[config.mk]
export PLATFORM = sky130hd
export DESIGN_NAME = phase_arbiter
export DESIGN_NICKNAME = d
export VERILOG_FILES = /design/src/rtl/phase_arbiter.sv
export SDC_FILE = /design/constraint.sdc
export NUM_CORES = 1
export LEC_CHECK = 0
export ABC_AREA = 1
export CAP_MARGIN = 10
export CORE_MARGIN = 2
export CORE_UTILIZATION = 50
export DETAILED_ROUTE_END_ITERATION = 6
export PLACE_DENSITY_LB_ADDON = 0.12
export SLEW_MARGIN = 10
export SYNTH_ARGS = -nofsm -noshare
export SYNTH_HDL_FRONTEND = slang
export SYNTH_SLANG_ARGS = --single-unit
[constraint.sdc]
create_clock -name clock -period 6.4 [get_ports clock]
set_input_delay 1.28 -clock clock [delete_from_list [all_inputs] [get_ports clock]]
set_output_delay 1.28 -clock clock [all_outputs]
set_load 0.005 [all_outputs]
[src/rtl/phase_arbiter.sv]
// Purpose: round-robin sharing of one phase unit between two sync requesters, with tag-routed returns (optional PHASE_ARB_DROP_CNT_EN drop counters).
// Latency: 2 cycles req_stb -> phase_in_stb uncontended; 1 cycle phase_out_stb -> rsp_stb.
// Backpressure: issue stalls while the tag FIFO is full with no pop; a strobe into a held, ungranted buffer is dropped.

module phase_arb_fifo #(
    parameter int WIDTH = 1,
    parameter int DEPTH = 8
) (
    input  logic             clock,
    input  logic             reset_n,
    input  logic             push,
    input  logic [WIDTH-1:0] push_dat,
    input  logic             pop,
    output logic [WIDTH-1:0] pop_dat,
    output logic             empty,
    output logic             full
);
    localparam int AW = (DEPTH > 1) ? $clog2(DEPTH) : 1;
    localparam int CW = AW + 1;
    localparam logic [CW-1:0] FULL_CNT = CW'(DEPTH);

    logic [WIDTH-1:0] mem [DEPTH];
    logic [AW-1:0]    wr_ptr;
    logic [AW-1:0]    rd_ptr;
    logic [CW-1:0]    count;
    logic             do_push;
    logic             do_pop;

    assign empty   = (count == '0);
    assign full    = (count == FULL_CNT);
    assign do_pop  = pop && !empty;
    // A push into a full FIFO is legal only when a pop frees the slot in the same cycle.
    assign do_push = push && (!full || do_pop);
    assign pop_dat = mem[rd_ptr];

    always_ff @(posedge clock) begin
        if (do_push) begin
            mem[wr_ptr] <= push_dat;
        end
    end

    always_ff @(posedge clock or negedge reset_n) begin
        if (!reset_n) begin
            wr_ptr <= '0;
            rd_ptr <= '0;
            count  <= '0;
        end else begin
            if (do_push) wr_ptr <= wr_ptr + 1'b1;
            if (do_pop)  rd_ptr <= rd_ptr + 1'b1;
            case ({do_push, do_pop})
                2'b10:   count <= count + 1'b1;
                2'b01:   count <= count - 1'b1;
                default: count <= count;
            endcase
        end
    end
endmodule

module phase_arbiter #(
    parameter int TAG_DEPTH = 8
) (
    input  logic        clock,
    input  logic        reset_n,
    input  logic        enable,
    input  logic [31:0] req1_i,
    input  logic [31:0] req1_q,
    input  logic        req1_stb,
    input  logic [31:0] req2_i,
    input  logic [31:0] req2_q,
    input  logic        req2_stb,
    output logic [31:0] phase_in_i,
    output logic [31:0] phase_in_q,
    output logic        phase_in_stb,
    input  logic [31:0] phase_out,
    input  logic        phase_out_stb,
    output logic [31:0] rsp1_phase,
    output logic [31:0] rsp2_phase,
    output logic        rsp1_stb,
    output logic        rsp2_stb,
    output logic [1:0]  overflow,
    output logic        spurious,
    output logic        busy
`ifdef PHASE_ARB_DROP_CNT_EN
    ,
    output logic [15:0] drop_cnt1,
    output logic [15:0] drop_cnt2
`endif
);
    logic        buf1_vld;
    logic [31:0] buf1_i;
    logic [31:0] buf1_q;
    logic        buf2_vld;
    logic [31:0] buf2_i;
    logic [31:0] buf2_q;
    logic        last_grant;   // 0: requester 1 granted last, 1: requester 2

    logic        tag_empty;
    logic        tag_full;
    logic [0:0]  tag_head;
    logic        tag_pop;

    logic        can_issue;
    logic        grant1;
    logic        grant2;
    logic        load1;
    logic        load2;
    logic        accept1;
    logic        accept2;
    logic        drop1;
    logic        drop2;

    assign tag_pop = phase_out_stb && !tag_empty;

    always_comb begin
        can_issue = enable && (buf1_vld || buf2_vld) && (!tag_full || tag_pop);
        grant1    = can_issue && buf1_vld && (!buf2_vld || last_grant);
        grant2    = can_issue && buf2_vld && !grant1;
        load1     = enable && req1_stb;
        load2     = enable && req2_stb;
        // A buffer being granted this cycle frees up in time to take the new sample.
        accept1   = load1 && (!buf1_vld || grant1);
        accept2   = load2 && (!buf2_vld || grant2);
        drop1     = load1 && buf1_vld && !grant1;
        drop2     = load2 && buf2_vld && !grant2;
    end

    phase_arb_fifo #(
        .WIDTH (1),
        .DEPTH (TAG_DEPTH)
    ) u_tag_fifo (
        .clock    (clock),
        .reset_n  (reset_n),
        .push     (grant1 || grant2),
        .push_dat (grant2),
        .pop      (tag_pop),
        .pop_dat  (tag_head),
        .empty    (tag_empty),
        .full     (tag_full)
    );

    always_ff @(posedge clock or negedge reset_n) begin
        if (!reset_n) begin
            buf1_vld <= 1'b0;
            buf1_i   <= '0;
            buf1_q   <= '0;
            buf2_vld <= 1'b0;
            buf2_i   <= '0;
            buf2_q   <= '0;
            overflow <= '0;
        end else begin
            if (accept1) begin
                buf1_vld <= 1'b1;
                buf1_i   <= req1_i;
                buf1_q   <= req1_q;
            end else if (grant1) begin
                buf1_vld <= 1'b0;
            end
            if (accept2) begin
                buf2_vld <= 1'b1;
                buf2_i   <= req2_i;
                buf2_q   <= req2_q;
            end else if (grant2) begin
                buf2_vld <= 1'b0;
            end
            if (drop1) overflow[0] <= 1'b1;
            if (drop2) overflow[1] <= 1'b1;
        end
    end

    always_ff @(posedge clock or negedge reset_n) begin
        if (!reset_n) begin
            phase_in_stb <= 1'b0;
            phase_in_i   <= '0;
            phase_in_q   <= '0;
            last_grant   <= 1'b1;
        end else begin
            phase_in_stb <= grant1 || grant2;
            if (grant1) begin
                phase_in_i <= buf1_i;
                phase_in_q <= buf1_q;
                last_grant <= 1'b0;
            end else if (grant2) begin
                phase_in_i <= buf2_i;
                phase_in_q <= buf2_q;
                last_grant <= 1'b1;
            end
        end
    end

    always_ff @(posedge clock or negedge reset_n) begin
        if (!reset_n) begin
            rsp1_stb   <= 1'b0;
            rsp2_stb   <= 1'b0;
            rsp1_phase <= '0;
            rsp2_phase <= '0;
            spurious   <= 1'b0;
        end else begin
            rsp1_stb <= tag_pop && !tag_head[0];
            rsp2_stb <= tag_pop &&  tag_head[0];
            if (tag_pop && !tag_head[0]) rsp1_phase <= phase_out;
            if (tag_pop &&  tag_head[0]) rsp2_phase <= phase_out;
            if (phase_out_stb && tag_empty) spurious <= 1'b1;
        end
    end

    assign busy = buf1_vld || buf2_vld || !tag_empty;

`ifdef PHASE_ARB_DROP_CNT_EN
    always_ff @(posedge clock or negedge reset_n) begin
        if (!reset_n) begin
            drop_cnt1 <= '0;
            drop_cnt2 <= '0;
        end else begin
            if (drop1 && (drop_cnt1 != 16'hFFFF)) drop_cnt1 <= drop_cnt1 + 16'd1;
            if (drop2 && (drop_cnt2 != 16'hFFFF)) drop_cnt2 <= drop_cnt2 + 16'd1;
        end
    end
`endif
endmodule

==> results of run 1 <==
area by class of cell:
type,count,area (um^2)
clock inverters,2,10.0
flip-flops and latches,283,7120
multi-input cells,928,4190
well taps,319,399
diodes,2,5.00
clock buffers,44,862
fillers,1916,7600
repair buffers,314,3120
inverters,26,97.6
sequential cells by signal, indices dropped and copies added (netlist names), 3 cells and up:
register and cells:
buf1_i 32, buf1_q 32, buf2_i 32, buf2_q 32
phase_in_i 32, phase_in_q 32, rsp1_phase 32, rsp2_phase 32
u_tag_fifo.mem 8, u_tag_fifo.count 4, u_tag_fifo.rd_ptr 3, u_tag_fifo.wr_ptr 3
layer usage:
metal | global-route usage, % | up-vias | share of wire (%)
li1 | - | 4884 | -
met1 | 37.4 | 5134 | 42
met2 | 45.1 | 426 | 48
met3 | 4.90 | 45 | 8.5
met4 | 7.51 | 2 | 1.7
met5 | 0 | - | 0.038
cells by family after synthesis:
group | Yosys count | share of synthesized area (%)
adders and majority gates | 5 | 0.525
and+or+nand+nor | 910 | 33.7
buffers and inverters | 123 | 5.17
AOI/OAI and AO/OA | 9 | 0.473
xor gates and xnor gates | 4 | 0.294
DFF | 283 | 59.8
placed cells by master, fill, tap and decap left out:
cell type	Yosys	layout
nand3_2	4	4
buf_12	0	1
o21ai_0	2	2
nand2_2	5	7
a21oi_1	2	2
clkbuf_1	20	7
nor2_4	1	2
clkdlybuf4s50_1	0	298
o21a_1	1	1
buf_2	57	1
xor2_1	3	3
or2_2	2	2
dfstp_2	1	1
nor2_1	13	12
xnor2_1	1	1
nand4_1	98	98
clkbuf_8	0	8
clkbuf_16	0	29
nand2_1	552	550
clkinv_2	0	2
inv_1	23	21
a31oi_1	1	1
diode_2	0	2
buf_4	10	13
nor2_2	1	1
o21bai_1	3	3
ha_1	5	5
inv_2	3	5
nand3_1	233	233
dfrtp_1	274	274
nand4_4	0	1
edfxtp_1	8	8
buf_8	0	1
per-stage QoR:
stage	cell area (um^2)	utilization (%)	instances	hold slack (ps)
after global routing	15800	67.5	1917	477
after detailed placement	14900	63.8	1870	457
final	15800	67.5	1918	468
after floorplan	11900	-	1334	442
after CTS	15800	67.5	1916	472
after global placement	14900	63.8	1870	452
path summary, 6_finish.rpt:
path                                       endpoint  slack, ps  cells past startpoint
worst max-delay path            u_tag_fifo.count[2]       2650                     11
worst min-delay path                 rsp1_phase[16]        470                      2
worst max register to register        rsp1_phase[6]       3120                      9
worst min register to register       rsp1_phase[16]        470                      2
max in group asynchronous             phase_in_i[9]       4320                      2
min in group asynchronous                  rsp2_stb        770                      1
critical path, stage by stage:
cell and delay (ps):
buf_2 700, o21a_1 250, nand2_2 480, ha_1 470
nand2_1 100, inv_1 50, nor2_1 170, ha_1 180
a21oi_1 50, or2_2 290, a31oi_1 150
power by group through the flow:
stage                     Sequential (mW)  Clock [mW]  Combinational, mW
after global placement               3.10           0               2.74
after detailed placement             3.11           0               2.83
final                                3.10        1.58               2.82
after floorplan                      3.04           0               1.57
after CTS                            3.10        1.60               2.84
after global routing                 3.19        1.67               3.17
==> results.toml, run 1 <==
[yosys]
synth_edf_count = 8
synthArstFlopShare_pct = 97.2
yosysWarningCount = 0
syn-num-nets = 1505
syn_avg_cell_area_um2 = 8.93
netlist.area_leader.share_pct = 57.6
synth_ff_type = "dfrtp_1"
yosys-top-cells-area = "dfrtp_1 58%, nand2_1 17%, nand3_1 9.8%"
synth_most_common_cell = "nand2_1"
synth_common_cells = "552 x nand2_1, 274 x dfrtp_1, 233 x nand3_1"
ys_types = 28
synth.ff_latch_count = 283
synth_cells = 1334
synth_top_area_cell = "dfrtp_1"
ys_seq_area_share_pct = 59.8
synthesis.area_um2 = 11900

[power_and_ir_drop]
power_density_nw_per_um2 = 474
switching_share_pct = 36.2
p_leak_nw = 7.67
power.total_mw = 7.50
seq_power_share_pct = 41.4
combPwrFrac_pct = 37.6
p_switching_mw = 2.72
p_int_mw = 4.78
clkPwrFrac_pct = 21.0
ir_drop_mv = 0.391

[global_route]
grtUsageTotal_pct = 27.3
first_global_vias = 10400
grt_pass1_wl_um = 53800
grt_overflow_total = 0
grt_max_degree = 116
antenna_found_initial = 2

[sta]
hold_viol_final = 0
setup-violations-final = 0
fin_crit_ps = 3750
setup_ws_ps = 2650
fin_worst_skew_ps = 16.2
final.setup.tns_ps = 0
drv_slew = 0
max_freq_mhz = 267
fin_crit_sh_pct = 58.5
tightest_slew_ps = 941
rsz0062_at_grt = "false"
max-slew-margin-rel_pct = 37.3

[clock_tree]
cts_tree = "yes"
clock_path_buffers = 3
cts_sinks = 283
postCtsSetupRepairBufs = 0
postCtsResizedCells = 0
htreeDepth = 1
hold_buffers = 0
cts_buffers = 29
clk_pin_slew_ps = 60
clock-root-buffer = "clkbuf_16"
clock_latency_ps = 540

[die]
core.rowCount = 56
die_area_um2 = 25100
dieHeight_um = 158
coreArea_um2 = 23400
num_io_pins = 301
initial_core_util_pct = 50.9
die_w_um = 158

[finish]
fin_nets = 1753
syn2layout_area_growth_pct = 32.8
drive_gt1_share_pct = 4.88

[detailed_routing]
first_pass_iters = 5
drt_wl_total_um = 33800
drt_iter0_markers = 945
vias = 10500
vias_per_cell = 5.47
antenna_left = 0
post_drt_wl_per_cell_um = 17.6
drc = 0

[placement]
numPortBuffers = 300
gp_congestion = 0.809
dpl_worst_slack_ps = 2170
hpwl_um = 21000

[setup_path]
reg2reg_from = "u_tag_fifo.rd_ptr[0]"
crit_start = "enable"
worstSetupPathType = "in2reg"
cp-start-kind = "input pin"
arrival_ps = 4200
crit_path_end_kind = "register"
worstPathRequired_ps = 6850
crit_fanout = 43

[status]
status = "complete, no violations"

[min_path]
hp-start = "rsp1_phase[16]"
hp-class = "reg2reg"

[flow_run]
drv_cap = 0
No activity file was read; power rests on OpenSTA's default activity.
==> inputs of run 2 (changes only) <==
--- a/config.mk
+++ b/config.mk
@@ -8,7 +8,7 @@
 export ABC_AREA = 1
 export CAP_MARGIN = 10
 export CORE_MARGIN = 2
-export CORE_UTILIZATION = 50
+export CORE_UTILIZATION = 49
 export DETAILED_ROUTE_END_ITERATION = 6
 export PLACE_DENSITY_LB_ADDON = 0.12
 export SLEW_MARGIN = 10
==> constraint.sdc (replaced) <==
create_clock -name clock -period 3.6 [get_ports clock]
set_input_delay 0.72 -clock clock [delete_from_list [all_inputs] [get_ports clock]]
set_output_delay 0.72 -clock clock [all_outputs]
set_load 0.005 [all_outputs]
==> run 2 against run 1 <==
Critical path depth is 6 lower. Power increased by 83%. Cell count rose by 1.3%. Combinational power increased by 80%. Highest routed layer is now met4. Hold slack got worse by 310 ps. Largest power group unchanged. Clock-buffer cell count is 2 higher.
==> results.toml, run 2 (same netlist as run 1, synthesis figures left out) <==
[die]
die_w_um = 160
coreArea_um2 = 24100
dieHeight_um = 160
initial_core_util_pct = 49.4
die_area_um2 = 25600
core.rowCount = 57
num_io_pins = 301

[setup_path]
crit_fanout = 5
worstPathRequired_ps = 2880
crit_chain = "nor2_2 > nand3_1 > inv_1 > nand3_1 > clkdlybuf4s50_1"
arrival_ps = 2080
crit_path_end_kind = "primary output"
crit_start = "u_tag_fifo.count[0]"
worstSetupPathType = "reg2out"
crit_path_max_incr_delay_ps = 480
reg2reg_from = "u_tag_fifo.rd_ptr[0]"
slowest_stage = "clkdlybuf4s50_1"
r2r_slack_ps = 1180
crit_path_frequent_cell = "nand3_1"
cp-start-kind = "register"

[detailed_routing]
vias = 10400
antenna_left = 0
drt_wl_total_um = 34300
post_drt_wl_per_cell_um = 17.6
first_pass_iters = 5
drt_iter0_markers = 787
drc = 0
vias_per_cell = 5.35

[placement]
gp_congestion = 0.827
hpwl_um = 21500
numPortBuffers = 300

[global_route]
grt_max_degree = 81
grtUsageMet2_pct = 45.3
use_met1_pct = 36.1
antenna_found_initial = 2
grt_overflow_total = 0
grt_pass1_wl_um = 55800
grt-busiest-layer = "met2"
met3_usage_pct = 4.60
first_global_vias = 10500
grtUsageTotal_pct = 26.9

[clock_tree]
clock-root-buffer = "clkbuf_16"
postCtsResizedCells = 0
postCtsSetupRepairBufs = 0
clk_pin_slew_ps = 60
hold_buffers = 0
clock_path_buffers = 3
cts_sinks = 283
clock_latency_ps = 540
cts_tree = "yes"
cts_buffers = 30
htreeDepth = 1

[finish]
layout_common_cells = "550 x nand2_1, 298 x clkdlybuf4s50_1, 274 x dfrtp_1"
seq_area_um2 = 7120
syn2layout_area_growth_pct = 34.8
fin_nets = 1764
multi_input_area_um2 = 4190
drive_gt1_share_pct = 6.00
filler_cell_count = 2007
mostFrequentLayoutCell = "nand2_1"

[sta]
fin_worst_skew_ps = 8.56
final.setup.tns_ps = 0
drv_slew = 0
timing.hold.ws_ps = 160
max-slew-margin-rel_pct = 45.6
fin_crit_ps = 2800
hold_viol_final = 0
setup-violations-final = 0
fin_crit_sh_pct = 77.8
max_freq_mhz = 357
rsz0062_at_grt = "false"
tightest_slew_ps = 816

[power_and_ir_drop]
power_density_nw_per_um2 = 854
ir_drop_mv = 0.467
p_leak_nw = 7.81

[flow_run]
drv_cap = 0

[status]
status = "complete, no violations"

[min_path]
hp-class = "in2async"
[run 2: changes by cell type in the layout (fill, tap and decap cells not counted), sizes merged]
cell	before	now
bufinv	0	2
clkbuf	44	46
buf	16	26
clkinv	2	8
[run 2: path summary, 6_finish.rpt]
check                                 endpoint  cells past startpoint
max reg2reg                      rsp1_phase[7]                      9
min                        u_tag_fifo.count[3]                      1
max in group asynchronous       rsp1_phase[13]                      2
min reg2reg                     rsp1_phase[12]                      2
max                                       busy                      5
min in group clock              rsp1_phase[12]                      2
[run 2: through the flow]
| stage | util [%] | instance area, um^2 | total power [mW] | setup slack (ps) | std cells |
|---|---|---|---|---|---|
| final | 66.6 | 16100 | 13.7 | 798 | 1943 |
| after global routing | 66.6 | 16100 | 14.6 | 715 | 1941 |
| after CTS | 66.6 | 16100 | 13.8 | 765 | 1941 |
| after detailed placement | 62.4 | 15000 | 10.7 | 846 | 1885 |
| after global placement | 62.4 | 15000 | 10.5 | 896 | 1885 |
| after floorplan | - | 11900 | 8.20 | 1230 | 1334 |
[run 2: area by class of cell]
class | count | area share [%]
Sequential cell | 283 | 44.4
Multi-Input combinational cell | 928 | 26.1
Timing Repair Buffer | 324 | 20.1
Clock buffer | 46 | 5.62
Tap cell | 324 | 2.52
Clock inverter | 10 | 0.623
Inverter | 26 | 0.608
Antenna cell | 2 | 0.0312
[run 2: report_power, final]
| group | switching, mW | internal (mW) |
|---|---|---|
| Combinational | 2.81 | 2.28 |
| Sequential | 0.860 | 4.65 |
| Clock | 1.24 | 1.86 |
| Total | 4.92 | 8.79 |
[run 2: critical path, delay by kind of cell, from the launching register on]
kind	cells	cell delay, ps
flip-flops	1	440
AND/OR/NAND/NOR	3	460
buffers and inverters	2	640
[run 2: routing by layer]
metal  vias up  part of all wire, %
met1      5008                   42
met3        58                  7.5
met4         0                  3.0
met5         -                    0
met2       408                   48
li1       4927                    -
